**src/rtl/raisin64_pkg.sv**
```systemverilog
// Shared types and constants for the Raisin64 instruction-fetch responder.
//   imem_state_t        : responder FSM state encoding
//   RAISIN64_WORD_W     : instruction word width in bits
//   RAISIN64_WORD_BYTES : instruction word width in bytes
package raisin64_pkg;

  localparam int RAISIN64_WORD_W     = 64;
  localparam int RAISIN64_WORD_BYTES = 8;

  typedef enum logic [2:0] {
    IDLE = 3'd0,
    WAIT = 3'd1,
    READ = 3'd2,
    LOAD = 3'd3,
    RESP = 3'd4
  } imem_state_t;

endpackage

```
**src/rtl/imem_lasthit.sv**
```systemverilog
// Last-hit register for the instruction-fetch responder: remembers the most
// recently fetched word and its address so a repeat fetch can skip the RAM.
// Only instantiated when IMEM_RESP_LASTHIT_EN is defined.
// Ports:
//   clk, rst_n           : clock, async active-low reset
//   flush                : clears the valid bit at the next edge; also masks hit
//   load                 : capture load_addr/load_data as the new last-hit entry
//   load_addr, load_data : entry to capture
//   cmp_addr             : address compared against the stored entry
//   hit, hit_data        : combinational match result and stored word
module imem_lasthit
  import raisin64_pkg::*;
(
  input  logic                       clk,
  input  logic                       rst_n,
  input  logic                       flush,
  input  logic                       load,
  input  logic [RAISIN64_WORD_W-1:0] load_addr,
  input  logic [RAISIN64_WORD_W-1:0] load_data,
  input  logic [RAISIN64_WORD_W-1:0] cmp_addr,
  output logic                       hit,
  output logic [RAISIN64_WORD_W-1:0] hit_data
);

  logic [RAISIN64_WORD_W-1:0] last_addr_q, last_addr_d;
  logic [RAISIN64_WORD_W-1:0] last_data_q, last_data_d;
  logic                       last_valid_q, last_valid_d;

  always_comb begin
    last_addr_d  = last_addr_q;
    last_data_d  = last_data_q;
    last_valid_d = last_valid_q;
    if (load) begin
      last_addr_d  = load_addr;
      last_data_d  = load_data;
      last_valid_d = 1'b1;
    end
    // Invalidation takes priority over a same-cycle load.
    if (flush) begin
      last_valid_d = 1'b0;
    end
  end

  always_ff @(posedge clk or negedge rst_n) begin
    if (!rst_n) begin
      last_addr_q  <= '0;
      last_data_q  <= '0;
      last_valid_q <= 1'b0;
    end else begin
      last_addr_q  <= last_addr_d;
      last_data_q  <= last_data_d;
      last_valid_q <= last_valid_d;
    end
  end

  // A flush in the same cycle as a lookup forces a real RAM read.
  assign hit      = last_valid_q && (cmp_addr == last_addr_q) && !flush;
  assign hit_data = last_data_q;

endmodule

```
**src/rtl/imem_responder.sv**
```systemverilog
// Responder end of the Raisin64 instruction-fetch interface. Accepts a fetch
// request, optionally waits WAIT_STATES cycles, reads the word from a
// synchronous single-port RAM and returns it with a one-cycle valid pulse.
// Misaligned or out-of-range requests return a fault without touching the RAM.
//
// Optional feature macro: IMEM_RESP_LASTHIT_EN -- adds a last-hit register so
// a repeat fetch of the previous address returns in one cycle with no RAM
// access; imem_flush invalidates it. Without the macro imem_flush is unused.
//
// Parameters: NUM_BYTES (RAM size, power of two, multiple of 8),
//             WAIT_STATES (0..15 extra cycles before each RAM read)
// Ports:
//   clk, rst_n                 : clock, async active-low reset
//   imem_addr, imem_addr_valid : fetch request (held until imem_data_valid)
//   imem_flush                 : last-hit invalidate
//   imem_data, imem_data_valid, imem_fault : registered response
//   ram_cs, ram_addr           : RAM read strobe and address
//   ram_dout                   : RAM read data, valid the cycle after ram_cs
//
// state | meaning
// IDLE  | waiting for a request; fault / last-hit check happens here
// WAIT  | counting down wait states before the RAM read
// READ  | ram_cs asserted for one cycle
// LOAD  | capture ram_dout (or drop it if the request was withdrawn)
// RESP  | imem_data_valid high for one cycle
module imem_responder
  import raisin64_pkg::*;
#(
  parameter int NUM_BYTES   = 256,
  parameter int WAIT_STATES = 0
) (
  input  logic                       clk,
  input  logic                       rst_n,
  input  logic [RAISIN64_WORD_W-1:0] imem_addr,
  input  logic                       imem_addr_valid,
  input  logic                       imem_flush,
  output logic [RAISIN64_WORD_W-1:0] imem_data,
  output logic                       imem_data_valid,
  output logic                       imem_fault,
  output logic                       ram_cs,
  output logic [RAISIN64_WORD_W-1:0] ram_addr,
  input  logic [RAISIN64_WORD_W-1:0] ram_dout
);

  localparam logic [3:0] WAIT_LOAD = (WAIT_STATES > 0) ? 4'(WAIT_STATES - 1) : 4'd0;
  localparam logic [RAISIN64_WORD_W-1:0] ADDR_LIMIT = RAISIN64_WORD_W'(NUM_BYTES);

  imem_state_t                state_q, state_d;
  logic [3:0]                 cnt_q, cnt_d;
  logic [RAISIN64_WORD_W-1:0] addr_q, addr_d;
  logic                       abort_q, abort_d;
  logic [RAISIN64_WORD_W-1:0] data_q, data_d;
  logic                       valid_q, valid_d;
  logic                       fault_q, fault_d;
  logic                       cs_q, cs_d;

  logic                       req_fault;
  logic                       lh_hit;
  logic [RAISIN64_WORD_W-1:0] lh_data;
  logic                       lh_load;

  assign req_fault = (imem_addr[2:0] != 3'b000) || (imem_addr >= ADDR_LIMIT);

`ifdef IMEM_RESP_LASTHIT_EN
  imem_lasthit u_lasthit (
    .clk       (clk),
    .rst_n     (rst_n),
    .flush     (imem_flush),
    .load      (lh_load),
    .load_addr (addr_q),
    .load_data (ram_dout),
    .cmp_addr  (imem_addr),
    .hit       (lh_hit),
    .hit_data  (lh_data)
  );
`else
  logic unused_lasthit;
  assign unused_lasthit = imem_flush | lh_load;
  assign lh_hit  = 1'b0;
  assign lh_data = '0;
`endif

  always_comb begin
    state_d = state_q;
    cnt_d   = cnt_q;
    addr_d  = addr_q;
    abort_d = abort_q;
    data_d  = data_q;
    valid_d = 1'b0;
    fault_d = fault_q;
    cs_d    = 1'b0;
    lh_load = 1'b0;

    case (state_q)
      IDLE: begin
        if (imem_addr_valid) begin
          addr_d  = imem_addr;
          abort_d = 1'b0;
          // Fault is checked before the last-hit so a faulting address never hits.
          if (req_fault) begin
            state_d = RESP;
            valid_d = 1'b1;
            fault_d = 1'b1;
            data_d  = '0;
          end else if (lh_hit) begin
            state_d = RESP;
            valid_d = 1'b1;
            fault_d = 1'b0;
            data_d  = lh_data;
          end else if (WAIT_STATES > 0) begin
            state_d = WAIT;
            cnt_d   = WAIT_LOAD;
          end else begin
            state_d = READ;
            cs_d    = 1'b1;
          end
        end
      end
      WAIT: begin
        if (!imem_addr_valid) abort_d = 1'b1;
        if (cnt_q == 4'd0) begin
          state_d = READ;
          cs_d    = 1'b1;
        end else begin
          cnt_d = cnt_q - 4'd1;
        end
      end
      READ: begin
        // A withdrawn request still lets the RAM access finish.
        if (!imem_addr_valid) abort_d = 1'b1;
        state_d = LOAD;
      end
      LOAD: begin
        if (abort_q || !imem_addr_valid) begin
          state_d = IDLE;
          abort_d = 1'b0;
        end else begin
          state_d = RESP;
          data_d  = ram_dout;
          fault_d = 1'b0;
          valid_d = 1'b1;
          lh_load = 1'b1;
        end
      end
      RESP: begin
        state_d = IDLE;
        fault_d = 1'b0;
      end
      default: begin
        state_d = IDLE;
      end
    endcase
  end

  always_ff @(posedge clk or negedge rst_n) begin
    if (!rst_n) begin
      state_q <= IDLE;
      cnt_q   <= 4'd0;
      addr_q  <= '0;
      abort_q <= 1'b0;
      data_q  <= '0;
      valid_q <= 1'b0;
      fault_q <= 1'b0;
      cs_q    <= 1'b0;
    end else begin
      state_q <= state_d;
      cnt_q   <= cnt_d;
      addr_q  <= addr_d;
      abort_q <= abort_d;
      data_q  <= data_d;
      valid_q <= valid_d;
      fault_q <= fault_d;
      cs_q    <= cs_d;
    end
  end

  assign imem_data       = data_q;
  assign imem_data_valid = valid_q;
  assign imem_fault      = fault_q;
  assign ram_cs          = cs_q;
  assign ram_addr        = addr_q;

endmodule
```
**config.mk**
```make
export PLATFORM = sky130hd
export DESIGN_NAME = imem_responder
export DESIGN_NICKNAME = d
export VERILOG_FILES = /design/src/rtl/raisin64_pkg.sv /design/src/rtl/imem_lasthit.sv /design/src/rtl/imem_responder.sv
export SDC_FILE = /design/constraint.sdc
export NUM_CORES = 1
export LEC_CHECK = 0
export CORE_MARGIN = 4
export CORE_UTILIZATION = 38
export DETAILED_ROUTE_END_ITERATION = 12
export GPL_ROUTABILITY_DRIVEN = 0
export HOLD_SLACK_MARGIN = 0.1
export PLACE_DENSITY = 0.76
export SKIP_LAST_GASP = 1
export SLEW_MARGIN = 20
export SYNTH_ARGS = -nofsm -noshare
export SYNTH_HDL_FRONTEND = slang
export SYNTH_SLANG_ARGS = --single-unit
```
**constraint.sdc**
```tcl
create_clock -name clk -period 1.8 [get_ports clk]
set_clock_uncertainty 0.05 [all_clocks]
set_input_delay 0.36 -clock clk [delete_from_list [all_inputs] [get_ports clk]]
set_output_delay 0.36 -clock clk [all_outputs]
set_load 0.01 [all_outputs]
```
==> flow_summary.ini <==
[timing]
timing.final.crit_share = 1.01
layout_setup_ws_ns = -0.0147
max_slew_margin = 0.682
max_freq_mhz = 551
fin_tns_setup_ns = -0.0628
hold_violations = 0
whs_ns = 0.125
rsz0062_at_grt = yes
tightest_slew_ns = 0.477
slew_viol_final = 0
min_period_ns = 1.81
setup_viol = 14

[die]
die_w_um = 135
die_area_sq_um = 18100
top_level_ports = 263
die_y_um = 135
rows = 46
core_region_area_sq_um = 15800
start_util = 0.385

[power_and_ir_drop]
power.leakage_uw = 0.00498
peakVddDrop_mv = 0.615
power.share.sequential = 0.401
p_clk_frac = 0.451
pwr-share-comb = 0.148
swShare = 0.243
p_switching_uw = 2080
intPower_uw = 6480
cellPowerDensity_nw_per_um2 = 836

[worst_setup_path]
worst-path-max-fanout = 7
timing.critical_path.cells = clkdlybuf4s15_1 > nor4_4 > nand4_1 > or4_4 > buf_12 > buf_16 > o211ai_1
cp.arrival_ns = 2.09
cp-end-kind = flop
reg2reg_to = ram_cs$_DFF_PN0_
crit_type = in -> reg
critical-path-max-stage-delay_ns = 0.60
rr_startpoint = cnt_q[0]$_DFFE_PN0P_
critPathLaunchType = input port
cp.required_ns = 2.07
reg2reg_slack_ns = 0.11
critPathTopFamily = simple AND/OR/NAND/NOR gates
critPathBufInv = 3
ff2ff_path_depth = 5
cpMaxStageDelayCell = or4_4

[route]
drc = 0
routed_wl_um = 20700
avgRoutedWirePerCell_um = 17.2
num_vias = 6077
antenna_left = 0
vias_per_cell = 5.04
drt_iter0_drc = 294
dr.pass1.iters = 4

[finish]
area_delta_synth_final_pct = 67.8
diodes = 0
drive_gt1_frac = 0.123
nets = 1109
layout.cells.non_filler = 1205
fin_util = 0.647
stdcell_area_sq_um = 10200

[cts]
cts_root_buf = clkbuf_16
htreeDepth = 4
clkTransAtPathRegs_ns = 0.06
cts_tree = done
clock_latency_ns = 0.41
cts_buffer_depth = 2
cts_buffers = 17
clock-sinks = 139

[synth]
synth_area_leaders = dfrtp_1 (57%), nand2_1 (20%), o211ai_1 (7.1%)
syn-cell-area_sq_um = 6100
synth_common_cells = nand2_1 (327), dfrtp_1 (139), nand3_1 (66)
synth_xor_area_frac = 0.00287
synthFlopType = dfrtp_1
synth_most_common_cell = nand2_1
synth_edf_count = 0
async_reset_ff_frac = 1.00
yosysTopAreaCellShare = 0.570
ys.warnings.count = 0
synth_adder_area_share = 0.00205
synth_top_family_by_area = simple AND/OR/NAND/NOR gates
postSynthCellCount = 698
syn_nets = 831
yosysUniqueCellTypes = 33
synthSimpleGateAreaFrac = 0.292
synth_area_leader_cell = dfrtp_1
synth.yosys.seq_area_share = 0.570
synth-compound-area-share = 0.0952
synthMuxAreaShare = 0
syn_area_per_cell_sq_um = 8.74
synth_seq_cells = 139

[placed_design]
port_buffers = 261
place_area_sq_um = 9270
dp.cells = 1160
dp_hpwl_um = 13900

[hold_path]
min_path_cells = 3
hold_path.class = in -> reg
hp-start = imem_addr[32]
holdPathEnd = ram_addr[32]$_DFFE_PN0P_

[global_routing]
grt.overflow.total = 0
grt_usage = 0.227
grt_pass1_vias = 6218
grt_first_pass_wirelength_um = 32400
grt_max_degree = 84
antenna_found_initial = 0

[status]
violations = negative setup slack
outcome = finished, violations left

[run]
maxCapViolCount = 0
## power by group through the flow
stage | Sequential (uW) | Combinational [uW] | Clock, uW
after detailed placement | 3480 | 1290 | 0
after CTS | 3430 | 1280 | 3930
final | 3430 | 1260 | 3860
after global routing | 3450 | 1370 | 4100
after floorplan | 3570 | 257 | 0
after global placement | 3480 | 1280 | 0
## worst max path at each step
| stage | from | end | slack (ns) | cells past startpoint |
|---|---|---|---|---|
| after floorplan | imem_addr[38] | imem_data_valid$_DFF_PN0_ | -0.11 | 7 |
| after global placement | imem_addr[42] | imem_data[40]$_DFFE_PN0P_ | -0.96 | 6 |
| after detailed placement | imem_addr[51] | imem_data[53]$_DFFE_PN0P_ | -1.0 | 6 |
| after CTS | imem_addr[33] | imem_data[5]$_DFFE_PN0P_ | -0.09 | 8 |
| after global routing | imem_addr[22] | imem_data[8]$_DFFE_PN0P_ | -0.11 | 7 |
| final | imem_addr[22] | imem_data[31]$_DFFE_PN0P_ | -0.01 | 7 |
## per-stage QoR
step,total power (uW),worst slack (ns)
after floorplan,3820,-0.107
after global placement,4760,-0.964
after detailed placement,4770,-0.999
after CTS,8650,-0.0850
after global routing,8930,-0.106
final,8560,-0.0147
## worst register-to-register path, delay by kind of cell (launching register included)
kind                     cells  cell delay, ns
buffers and inverters        1            0.06
AND/OR/NAND/NOR              2            0.89
AO/OA/AOI/OAI                1            0.10
flip-flops                   1            0.37
adder cells (fa/ha/maj)      1            0.15
## flip-flops by register name, summed over array words and instances (netlist names)
| name | count |
|---|---|
| abort_q | 1 |
| cnt_q | 4 |
| imem_data | 64 |
| imem_data_valid | 1 |
| imem_fault | 1 |
| ram_addr | 64 |
| ram_cs | 1 |
| state_q | 3 |
## cell type report
type	instances	area, sq um
fillers	1285	5590
flip-flops and latches	139	3480
repair buffers	312	3270
multi-input cells	504	2560
clock buffers	19	433
well taps	216	270
clock inverters	13	218
inverters	2	7.51
## cell families (layout without fill, tap and decap cells)
| kind of cell | count (synthesis) | count (layout) |
|---|---|---|
| xor+xnor | 2 | 2 |
| compound gates | 74 | 74 |
| flops | 139 | 139 |
| buf+inv | 55 | 346 |
| fa+ha+maj | 1 | 1 |
| simple gates | 427 | 427 |
## cell usage in the layout (no fill, tap or decap), types with 3 or more instances in the layout
| cell | instances |
|---|---|
| nor4_2 | 6 |
| dlygate4sd3_1 | 6 |
| nand3_1 | 66 |
| nand2_1 | 326 |
| clkdlybuf4s50_1 | 162 |
| buf_12 | 11 |
| clkdlybuf4s15_2 | 4 |
| nor4_4 | 7 |
| o211ai_1 | 58 |
| buf_2 | 8 |
| buf_16 | 4 |
| clkbuf_16 | 17 |
| o21ai_0 | 3 |
| dlygate4sd2_1 | 33 |
| nand4_1 | 3 |
| clkinv_4 | 5 |
| buf_4 | 27 |
| o211ai_2 | 6 |
| nor2_1 | 3 |
| dlymetal6s2s_1 | 32 |
| clkdlybuf4s15_1 | 14 |
| buf_6 | 8 |
| dfrtp_1 | 139 |
| bufinv_16 | 5 |
## metal layers
| layer | global-route usage | up-vias | share of wire |
|---|---|---|---|
| met1 | 0.268 | 2896 | 0.39 |
| met2 | 0.379 | 258 | 0.48 |
| li1 | - | 2896 | - |
| met4 | 0.0554 | 0 | 0.013 |
| met5 | 0 | - | 0 |
| met3 | 0.104 | 27 | 0.12 |
## what timing repair did
action | 4_1_cts | 5_1_grt
pin swaps | 50 | 20
hold buffers | 6 | 0
resized for setup | 160 | 38
hold endpoints to repair | 46 | 0
setup buffers | 4 | 1
gates cloned | 6 | 0
setup endpoints to repair | 76 | 89
Power figures use the tool's default switching activity.
